[src/rtl/pll_loop_filter.sv]
// PI loop filter and brake sequencer for the all-digital PLL.
// Define LOOP_FILTER_SAT_EN to clamp accum/dctrl instead of wrapping.
module pll_loop_filter #(
  parameter int ERR_W        = 16,
  parameter int ACC_W        = 24,
  parameter int CODE_W       = 20,
  parameter int KP           = 400,
  parameter int KI           = 60,
  parameter int BRAKE_CODE   = 1666,
  parameter int BRAKE_DIV    = 300,
  parameter int BRAKE_CYCLES = 100,
  parameter int RECOVER_STEP = 4
) (
  input  logic                     refclk,
  input  logic                     reset,
  input  logic                     err_valid,
  input  logic signed [ERR_W-1:0]  err,
  input  logic                     brake,
  output logic signed [CODE_W-1:0] dctrl,
  output logic                     dctrl_valid,
  output logic [15:0]              div_delta,
  output logic [1:0]               brake_state,
  output logic                     sat
);

  typedef enum logic [1:0] {
    ST_OFF     = 2'd0,
    ST_BRAKING = 2'd1,
    ST_RECOVER = 2'd2
  } state_t;

  localparam int CNT_W = $clog2(BRAKE_CYCLES + 1);

`ifdef LOOP_FILTER_SAT_EN
  localparam int SUM_W  = ACC_W + 2;
  localparam int PROD_W = ERR_W + ACC_W + 8;
  localparam logic signed [SUM_W-1:0] ACC_HI =
    SUM_W'((longint'(1) <<< (ACC_W - 1)) - 1);
  localparam logic signed [SUM_W-1:0] ACC_LO = -ACC_HI - 1;
  localparam logic signed [PROD_W-1:0] CODE_HI =
    PROD_W'((longint'(1) <<< (CODE_W - 1)) - 1);
  localparam logic signed [PROD_W-1:0] CODE_LO = -CODE_HI - 1;
`else
  // Wrapping keeps only the low bits, which these narrow sums give exactly.
  localparam int SUM_W  = ACC_W;
  localparam int PROD_W = CODE_W;
`endif

  logic signed [ACC_W-1:0]  r_accum;
  logic signed [CODE_W-1:0] r_dctrl;
  logic                     r_dv;
  logic                     r_sat;
  logic                     r_kick;
  logic                     r_brake_q;
  logic [15:0]              r_div;
  logic [CNT_W-1:0]         r_count;
  state_t                   r_state;

  logic                     w_rise;
  logic                     w_kick;
  logic signed [SUM_W-1:0]  w_sum;
  logic signed [ACC_W-1:0]  w_acc_next;
  logic signed [PROD_W-1:0] w_prod;
  logic signed [CODE_W-1:0] w_code;
  logic                     w_clip;
  state_t                   w_state_n;
  logic [CNT_W-1:0]         w_count_n;
  logic [15:0]              w_div_n;

  assign w_rise = brake & ~r_brake_q;
  assign w_kick = r_kick | w_rise;

  assign w_sum = SUM_W'(r_accum) + SUM_W'(err)
               - (w_kick ? SUM_W'(BRAKE_CODE) : SUM_W'(0));

  assign w_prod = PROD_W'(KP) * PROD_W'(err)
                + PROD_W'(KI) * PROD_W'(w_acc_next);

`ifdef LOOP_FILTER_SAT_EN
  logic w_acc_clip;
  logic w_code_clip;

  always_comb begin
    w_acc_next = w_sum[ACC_W-1:0];
    w_acc_clip = 1'b0;
    if (w_sum > ACC_HI) begin
      w_acc_next = ACC_HI[ACC_W-1:0];
      w_acc_clip = 1'b1;
    end else if (w_sum < ACC_LO) begin
      w_acc_next = ACC_LO[ACC_W-1:0];
      w_acc_clip = 1'b1;
    end
  end

  always_comb begin
    w_code      = w_prod[CODE_W-1:0];
    w_code_clip = 1'b0;
    if (w_prod > CODE_HI) begin
      w_code      = CODE_HI[CODE_W-1:0];
      w_code_clip = 1'b1;
    end else if (w_prod < CODE_LO) begin
      w_code      = CODE_LO[CODE_W-1:0];
      w_code_clip = 1'b1;
    end
  end

  assign w_clip = w_acc_clip | w_code_clip;
`else
  assign w_acc_next = w_sum;
  assign w_code     = w_prod;
  assign w_clip     = 1'b0;
`endif

  // A brake rise overrides sequencing, even on a sample cycle.
  always_comb begin
    w_state_n = r_state;
    w_count_n = r_count;
    w_div_n   = r_div;
    if (w_rise) begin
      w_state_n = ST_BRAKING;
      w_count_n = CNT_W'(BRAKE_CYCLES);
      w_div_n   = 16'(BRAKE_DIV);
    end else if (err_valid) begin
      case (r_state)
        ST_BRAKING: begin
          if (r_count != '0) begin
            w_count_n = r_count - 1'b1;
          end else begin
            w_state_n = ST_RECOVER;
          end
        end
        ST_RECOVER: begin
          if (r_div >= 16'(RECOVER_STEP)) begin
            w_div_n = r_div - 16'(RECOVER_STEP);
          end else begin
            w_div_n   = '0;
            w_state_n = ST_OFF;
          end
        end
        default: begin
          w_state_n = r_state;
        end
      endcase
    end
  end

  always_ff @(posedge refclk or posedge reset) begin
    if (reset) begin
      r_state <= ST_OFF;
      r_count <= '0;
      r_div   <= '0;
    end else begin
      r_state <= w_state_n;
      r_count <= w_count_n;
      r_div   <= w_div_n;
    end
  end

  always_ff @(posedge refclk or posedge reset) begin
    if (reset) begin
      r_accum   <= '0;
      r_dctrl   <= '0;
      r_dv      <= 1'b0;
      r_sat     <= 1'b0;
      r_kick    <= 1'b0;
      r_brake_q <= 1'b0;
    end else begin
      r_brake_q <= brake;
      r_dv      <= err_valid;
      r_sat     <= err_valid & w_clip;
      if (err_valid) begin
        r_accum <= w_acc_next;
        r_dctrl <= w_code;
        r_kick  <= 1'b0;
      end else if (w_rise) begin
        r_kick  <= 1'b1;
      end
    end
  end

  assign dctrl       = r_dctrl;
  assign dctrl_valid = r_dv;
  assign div_delta   = r_div;
  assign brake_state = r_state;
  assign sat         = r_sat;

endmodule

[config.mk]
export PLATFORM = sky130hd
export DESIGN_NAME = pll_loop_filter
export DESIGN_NICKNAME = d
export VERILOG_FILES = /design/src/rtl/pll_loop_filter.sv
export SDC_FILE = /design/constraint.sdc
export NUM_CORES = 1
export LEC_CHECK = 0
export CORE_MARGIN = 4
export CORE_UTILIZATION = 40
export CTS_CLUSTER_DIAMETER = 120
export CTS_CLUSTER_SIZE = 16
export DETAILED_ROUTE_END_ITERATION = 16
export PLACE_DENSITY = 0.66
export SETUP_SLACK_MARGIN = 0.1
export SYNTH_ARGS = -nofsm -noshare
export SYNTH_HDL_FRONTEND = slang
export SYNTH_SLANG_ARGS = --single-unit
[constraint.sdc]
create_clock -name refclk -period 20.4 [get_ports refclk]
set_clock_uncertainty 0.2 [all_clocks]
set_input_delay 6.12 -clock refclk [delete_from_list [all_inputs] [get_ports refclk]]
set_output_delay 6.12 -clock refclk [all_outputs]
set_load 0.02 [all_outputs]
==> results.cfg, run 1 <==
[clocking]
cts_inserted_buffers = 9
cts_root_buf = clkbuf_16
clk_transition_reported_paths_ps = 60
tritoncts = yes
hold_buffers = 0
cts_resized = 0
number_of_post_cts_setup_repair_buffers = 0
worst_skew_pair.late_latency_ps = 350
number_of_clock_sinks = 61
longest_clk_path_bufs = 2
h-tree-depth = 3

[timing]
grt_setup_unrepaired = false
worstMarginPinSlew_ps = 810
period_minus_slack_ps = 14280
fmax_mhz = 70.0
finalHoldViolCount = 0
totalNegativeSetupSlack_ps = 0
layout_worst_path_cycle_share_pct = 70.0
finalMaxSlewViolations = 0
max_slew_margin_pct = 46.0
setup_viol = 0

[floorplanning]
floorplan.die_area_um2 = 20600
die_y_um = 143
floorplan.initialDensity_pct = 40.7
core_um2 = 18000
fp-row-count = 49
design.portCount = 60
dieWidth_um = 143

[setup_path]
worstRegToRegCells = 33
critical_path.max_fanout = 9
regToRegEndpoint = dctrl[19]
worst_path_largest_cell_delay_ps = 500
worst_r2r_setup_slack_ps = 12050
worst_ep_arrival_time_ps = 14310
critical-path-top-cell-by-count = ha_1
critical_path_required_ps = 20430
path_class = in -> reg
setup.worst_path.start_class = primary input
worst_setup_path_end_kind = register
r2r-start = r_brake_q
timing.critical_path.slowest_stage_cell = fa_1

[final_layout]
core_occupancy_in_the_finished_layout_pct = 46.6
area_growth_pct = 14.4
fillerInstances = 1773
post_layout_nonfiller_instances = 1132
nNetsFinal = 1074
antenna-diode-count = 0
drive_above_1_share_pct = 5.65
layout.cells.most_common_list = inv_1, ha_1, dfrtp_1, nor2_1, xnor2_1
layout.cells.most_common = inv_1

[detailed_routing]
routed_wl_um = 15000
detailedRoute.firstPassIterationCount = 5
num_vias = 5651
drt_iter0_markers = 211
detail_route.vias_per_cell = 4.99
per_cell_routed_wire_length_um = 13.2
antenna_violating_nets_post_route = 0
drc = 0

[synth]
seq_area_frac_synth_pct = 20.8
synth.cell_area_um2 = 7330
post_synth_main_area_contributors = dfrtp_1, ha_1, fa_1, inv_1, xnor2_1
postSynthRegisterBits = 61
synth_top_cell_area_share_pct = 20.8
synth.avg_cell_area_um2 = 8.70
synth.largest_area_cell = dfrtp_1
number_of_enable_flip_flop_cells_after_synthesis = 0
synthCells = 843
async_reset_ff_share_pct = 100
dominantRegCellSynth = dfrtp_1
synth.yosys.warnings = 0
post_synth_num_cell_types = 58

[run_status]
status = completed

[grt]
wire_length_of_the_first_global_routing_pass_um = 26200
remaining_overflow_grt = 0
grtUsageMet3_pct = 2.23
number_of_antenna_violations_at_the_first_check_in_global_routing = 0
first_global_vias = 5455
grt_use_total_pct = 15.7
use_met2_pct = 25.9
grt.met1_usage_pct = 21.1
maximum_number_of_pins_on_one_net_before_global_route_repair = 62
most_used_routing_layer_in_global_routing = met2

[placement]
place_inst = 1116
globalplace.congestion = 0.861
total_half_perimeter_wirelength_after_legalization_and_detailed_placement_um = 11900
io_buffers = 54

[min_path]
worstHoldPathCells = 1
min-delay-path-class = reg -> reg
hold_start = dctrl[14]
min_delay_worst_endpoint = dctrl[14]

[job]
drv_cap = 0
-- worst max-delay path by stage --
stage	slack (ps)	to	depth (start not counted)	start
finish	6120	dctrl[19]	34	brake
global route	5440	dctrl[19]	34	brake
CTS	6130	dctrl[19]	34	brake
detailed placement	5800	dctrl[19]	34	brake
global placement	5950	dctrl[19]	34	brake
floorplan	6880	dctrl[19]	34	brake
-- final cells by class --
type	instances	area, um^2	share of cell area (%)
clock buffers	9	225	2.68
multi-input cells	592	5050	60.2
repair buffers	58	566	6.74
well taps	229	287	3.41
clock inverters	7	73.8	0.880
inverters	176	661	7.87
flip-flops and latches	61	1530	18.2
-- cell usage after synthesis, types with 3 or more instances --
master and n:
nor2b_1 7, a21o_1 15, nand2b_1 8, inv_1 176
a211o_1 3, and3_1 3, o21bai_1 6, mux2_2 18
o31ai_1 4, ha_1 120, mux2i_1 3, clkbuf_1 8
o21a_1 10, xnor2_1 56, a21oi_1 47, nand2_1 46
nor2_1 56, o21ai_0 30, nand3_1 17, buf_4 6
dfrtp_1 61, xor2_1 20, nand4_1 4, a21boi_0 3
a31oi_1 3, nor3_1 21, o211ai_1 3, nor4_1 5
or2_2 3, fa_1 36, a211oi_1 6
-- layer usage --
layer,vias up,routed length [um]
li1,2892,-
met1,2656,7170
met2,80,6970
met3,23,484
met4,0,336
met5,-,0
-- registers in the layout, summed over array words and instances, names as in the netlist --
name / count
r_count: 7
dctrl: 17
div_delta: 14
dctrl_valid: 1
r_accum: 18
brake_state: 2
r_brake_q: 1
r_kick: 1
-- critical path: cells and delay by family --
| family | cells | cell delay, ps |
|---|---|---|
| AOI/OAI and AO/OA | 13 | 2920 |
| xor gates and xnor gates | 4 | 950 |
| adders and majority gates | 7 | 2430 |
| buffers and inverters | 4 | 780 |
| and+or+nand+nor | 6 | 1070 |
-- per-stage QoR --
| stage | hold WS (ps) | setup WS (ps) | cell area (um^2) |
|---|---|---|---|
| floorplan | 274 | 6880 | 7350 |
| CTS | 282 | 6130 | 8390 |
| global placement | 264 | 5950 | 8090 |
| detailed placement | 268 | 5800 | 8090 |
| global route | 302 | 5440 | 8390 |
| finish | 275 | 6120 | 8390 |
-- cell families (layout without fill, tap and decap cells) --
| family | after synthesis | count (layout) | synth area share (%) |
|---|---|---|---|
| adders and majority gates | 156 | 156 | 30.3 |
| muxes | 21 | 21 | 3.17 |
| and+or+nand+nor | 182 | 182 | 11.7 |
| xor gates and xnor gates | 79 | 79 | 9.91 |
| other | 1 | 5 | 0.0511 |
| DFF | 61 | 61 | 20.8 |
| buffers and inverters | 194 | 250 | 10.5 |
| AOI/OAI and AO/OA | 149 | 149 | 13.6 |
Power of run 1 is left out: the tool's default activity adds up to more than one toggle a clock period on the data nets, which glitch-free logic cannot reach.
==> run 2: changes to the inputs <==
- clock period: 20.4 -> 14.4 ns (I/O delays scaled with it)
==> run 2 against run 1 <==
  * Cell count unchanged
  * Routed wire length hardly changed
  * Final area unchanged
  * Via count down 0.60%
  * Global-route usage barely moved
  * Clock-buffer cell count unchanged
  * Critical path depth stayed put
  * Worst hold slack improved by 2.9 ps
==> results.cfg, run 2 (synthesis results as in run 1) <==
[final_layout]
layout.cells.most_common = inv_1
number_of_flip_flops_under_the_largest_register_name = 18
nNetsFinal = 1074
antenna-diode-count = 0
drive_above_1_share_pct = 5.65
max_flop_register = r_accum
area_growth_pct = 14.4
layout.cells.most_common_list = inv_1, ha_1, dfrtp_1, nor2_1, xnor2_1

[setup_path]
critical_path.max_fanout = 9
setup.worst_path.start_class = primary input
timing.critical_path.slowest_stage_cell = fa_1
worst_path_largest_cell_delay_ps = 500
path_class = in -> reg
worst_setup_path_end_kind = register
critical-path-top-cell-by-count = ha_1
critical_path_required_ps = 14420
worst_ep_arrival_time_ps = 12470

[timing]
worstMarginPinSlew_ps = 819
fmax_mhz = 80.3
finalHoldViolCount = 0
max_slew_margin_pct = 45.4
totalNegativeSetupSlack_ps = 0
period_minus_slack_ps = 12450
layout_worst_path_cycle_share_pct = 86.4
finalMaxSlewViolations = 0
setup_viol = 0
grt_setup_unrepaired = false

[grt]
number_of_antenna_violations_at_the_first_check_in_global_routing = 0
first_global_vias = 5511
maximum_number_of_pins_on_one_net_before_global_route_repair = 62
remaining_overflow_grt = 0
grt_use_total_pct = 15.6
wire_length_of_the_first_global_routing_pass_um = 26200

[detailed_routing]
routed_wl_um = 15000
num_vias = 5617
detailroute.wirelength.met3_um = 470
detailroute.wirelength.met2_um = 6980
detailedRoute.firstPassIterationCount = 5
top_layer_used = met4
antenna_violating_nets_post_route = 0
drt_iter0_markers = 218
drc = 0
met1_layer_wirelength_in_the_final_routing_um = 7240
detail_route.vias_per_cell = 4.96
per_cell_routed_wire_length_um = 13.2

[placement]
io_buffers = 54
total_half_perimeter_wirelength_after_legalization_and_detailed_placement_um = 11900
globalplace.congestion = 0.861

[floorplanning]
floorplan.initialDensity_pct = 40.7
floorplan.die_area_um2 = 20600
design.portCount = 60
die_y_um = 143
fp-row-count = 49
dieWidth_um = 143
core_um2 = 18000

[clocking]
number_of_clock_sinks = 61
longest_clk_path_bufs = 2
tritoncts = yes
hold_buffers = 0
cts_inserted_buffers = 9
clk_transition_reported_paths_ps = 60
h-tree-depth = 3
cts_resized = 0
cts_root_buf = clkbuf_16
worst_skew_pair.late_latency_ps = 340
number_of_post_cts_setup_repair_buffers = 0

[job]
drv_cap = 0

[run_status]
status = completed

[min_path]
min-delay-path-class = reg -> reg
## run 2: cell counts in the layout (fill, tap and decap cells not counted)
No cell type changed its count.
## run 2: metal layers
metal,track usage [%],vias to the layer above
met1,21.2,2629
met2,25.7,82
met5,0,-
met3,2.76,17
met4,4.51,0
li1,-,2889
## run 2: final timing paths
kind	start	slack (ps)	cells after the start	to
worst max-delay path	brake	1950	34	dctrl[19]
worst min-delay path	dctrl[14]	280	1	dctrl[14]
worst max register to register	r_brake_q	6080	33	dctrl[19]
worst min register to register	dctrl[14]	280	1	dctrl[14]
max in group asynchronous	reset	9120	3	dctrl[17]
min in group asynchronous	reset	4340	3	dctrl[3]
## run 2: worst max-delay path, delay by kind of cell
kind,cells,cell delay [ps]
xor+xnor,4,960
compound gates,13,2850
buf+inv,4,780
fa+ha+maj,7,2440
simple gates,6,1070
## run 2: final cells by class
class	instances	area, um^2
inverters	176	661
well taps	229	287
clock buffers	9	225
clock inverters	7	73.8
repair buffers	58	566
fillers	1774	9630
flip-flops and latches	61	1530
multi-input cells	592	5050
## run 2: metrics by stage
step	util [%]	std cells	hold WS [ps]	worst slack [ps]	instance area [um^2]
after floorplan	-	847	274	2680	7350
after global routing	46.6	1132	292	1190	8390
after CTS	46.6	1132	281	1930	8390
after global placement	44.9	1116	264	1750	8090
after detailed placement	44.9	1116	268	1610	8090
final	46.6	1132	278	1950	8390
Power of run 2 is left out for the same reason.
==> run 3: changes to the inputs <==
--- a/config.mk
+++ b/config.mk
@@ -7,2 +7,3 @@
 export LEC_CHECK = 0
+export CAP_MARGIN = 15
 export CORE_MARGIN = 4
@@ -13,2 +14,3 @@
 export PLACE_DENSITY = 0.66
+export REMOVE_ABC_BUFFERS = 1
 export SETUP_SLACK_MARGIN = 0.1
==> constraint.sdc (replaced) <==
create_clock -name refclk -period 14.4 [get_ports refclk]
set_clock_uncertainty 0.2 [all_clocks]
set_input_delay 3.6 -clock refclk [delete_from_list [all_inputs] [get_ports refclk]]
set_output_delay 3.6 -clock refclk [all_outputs]
set_load 0.02 [all_outputs]
==> run 3 against run 2 <==
  * First-iteration DRC count rose by 0.46%
  * Via count decreased by 0.66%
  * Utilization hardly changed
  * Non-clock buffer count did not move
  * Critical path depth unchanged
  * Global-route usage up 0.33 points
==> results.cfg, run 3 (synthesis results as in run 1) <==
[run_status]
status = completed

[clocking]
h-tree-depth = 3
cts_inserted_buffers = 9
hold_buffers = 0
clk_transition_reported_paths_ps = 50
longest_clk_path_bufs = 2
number_of_post_cts_setup_repair_buffers = 0
tritoncts = yes
cts_resized = 0
cts_root_buf = clkbuf_16
number_of_clock_sinks = 61
worst_skew_pair.late_latency_ps = 340

[floorplanning]
floorplan.die_area_um2 = 20600
die_y_um = 143
floorplan.initialDensity_pct = 40.7
fp-row-count = 49
core_um2 = 18000
dieWidth_um = 143
design.portCount = 60

[min_path]
min_delay_worst_endpoint = dctrl[14]
min-delay-path-class = reg -> reg
worstHoldPathCells = 1
hold_start = dctrl[14]

[final_layout]
fillerInstances = 1793
nNetsFinal = 1074
layout.area.seq_um2 = 1530
core_occupancy_in_the_finished_layout_pct = 46.6
antenna-diode-count = 0
layout.cells.most_common_list = inv_1, ha_1, dfrtp_1, nor2_1, xnor2_1
drive_above_1_share_pct = 5.65
area_of_the_multi_input_gates_um2 = 5050
area_growth_pct = 14.6
layout.cells.most_common = inv_1
max_flop_register = r_accum
number_of_flip_flops_under_the_largest_register_name = 18

[timing]
setup_viol = 0
totalNegativeSetupSlack_ps = 0
finalMaxSlewViolations = 0
period_minus_slack_ps = 11710
worstMarginPinSlew_ps = 892
layout_worst_path_cycle_share_pct = 81.3
fin_worst_hold_slack_ps = 274
grt_setup_unrepaired = false
finalHoldViolCount = 0
max_slew_margin_pct = 40.0
fmax_mhz = 85.4
finalWorstSetupSlack_ps = 2690

[detailed_routing]
num_vias = 5580
detail_route.vias_per_cell = 4.93
drt_iter0_markers = 219
drc = 0
per_cell_routed_wire_length_um = 13.2
detailedRoute.firstPassIterationCount = 4
antenna_violating_nets_post_route = 0
routed_wl_um = 15000

[grt]
wire_length_of_the_first_global_routing_pass_um = 26700
number_of_antenna_violations_at_the_first_check_in_global_routing = 0
first_global_vias = 5656
maximum_number_of_pins_on_one_net_before_global_route_repair = 62
grtUsageMet3_pct = 2.70
most_used_routing_layer_in_global_routing = met2
remaining_overflow_grt = 0
grt_use_total_pct = 16.0
grt.met1_usage_pct = 21.6
use_met2_pct = 26.6

[setup_path]
critical_path.max_fanout = 9
worst_path_largest_cell_delay_ps = 500
regToRegEndpoint = dctrl[19]
timing.critical_path.slowest_stage_cell = fa_1
critical-path-top-cell-by-count = ha_1
critical_path_required_ps = 14420
worst_setup_path_end_kind = register
worst_ep_arrival_time_ps = 11730
path_class = in -> reg
setup.worst_path.start_class = primary input
worst_r2r_setup_slack_ps = 6090
worstRegToRegCells = 33
r2r-start = r_brake_q

[job]
drv_cap = 0

[placement]
dp_worst_slack_ps = 2330
io_buffers = 54
total_half_perimeter_wirelength_after_legalization_and_detailed_placement_um = 12000
globalplace.congestion = 0.857
## run 3: cell types whose count changed in the layout (fill, tap and decap cells not counted)
cell	change
clkbuf_8	+1
inv_6	+2
clkinv_4	-2
clkinv_2	-1
## run 3: cell type report
class	count	share of cell area, %
clock buffer	10	2.84
multi-input combinational	592	60.2
clock inverter	6	0.819
timing repair buffer	58	6.73
sequential	61	18.2
inverter	176	7.86
tap	229	3.41
## run 3: per-stage QoR
step | std cells | cell area (um^2)
4_1_cts | 1132 | 8400
3_3_place_gp | 1116 | 8090
5_1_grt | 1132 | 8400
2_1_floorplan | 829 | 7240
3_5_place_dp | 1116 | 8090
6_report | 1132 | 8400
## run 3: worst max-delay path by stage
| stage | end | depth (start not counted) | from |
|---|---|---|---|
| final | dctrl[19] | 34 | brake |
| after global routing | dctrl[19] | 34 | brake |
| after CTS | dctrl[19] | 34 | brake |
| after detailed placement | dctrl[19] | 34 | brake |
| after global placement | dctrl[19] | 34 | brake |
| after floorplan | dctrl[19] | 33 | brake |
## run 3: critical path, delay by kind of cell
kind | cells | cell delay, ps
compound gates | 13 | 2860
fa+ha+maj | 7 | 2440
simple gates | 6 | 1060
xor+xnor | 4 | 980
buf+inv | 4 | 780
## run 3: per-layer routing
layer	vias to the layer above	wire (um)
met2	70	7030
met4	0	236
met3	18	482
li1	2884	-
met5	-	0
met1	2608	7240
Power of run 3 is left out for the same reason.
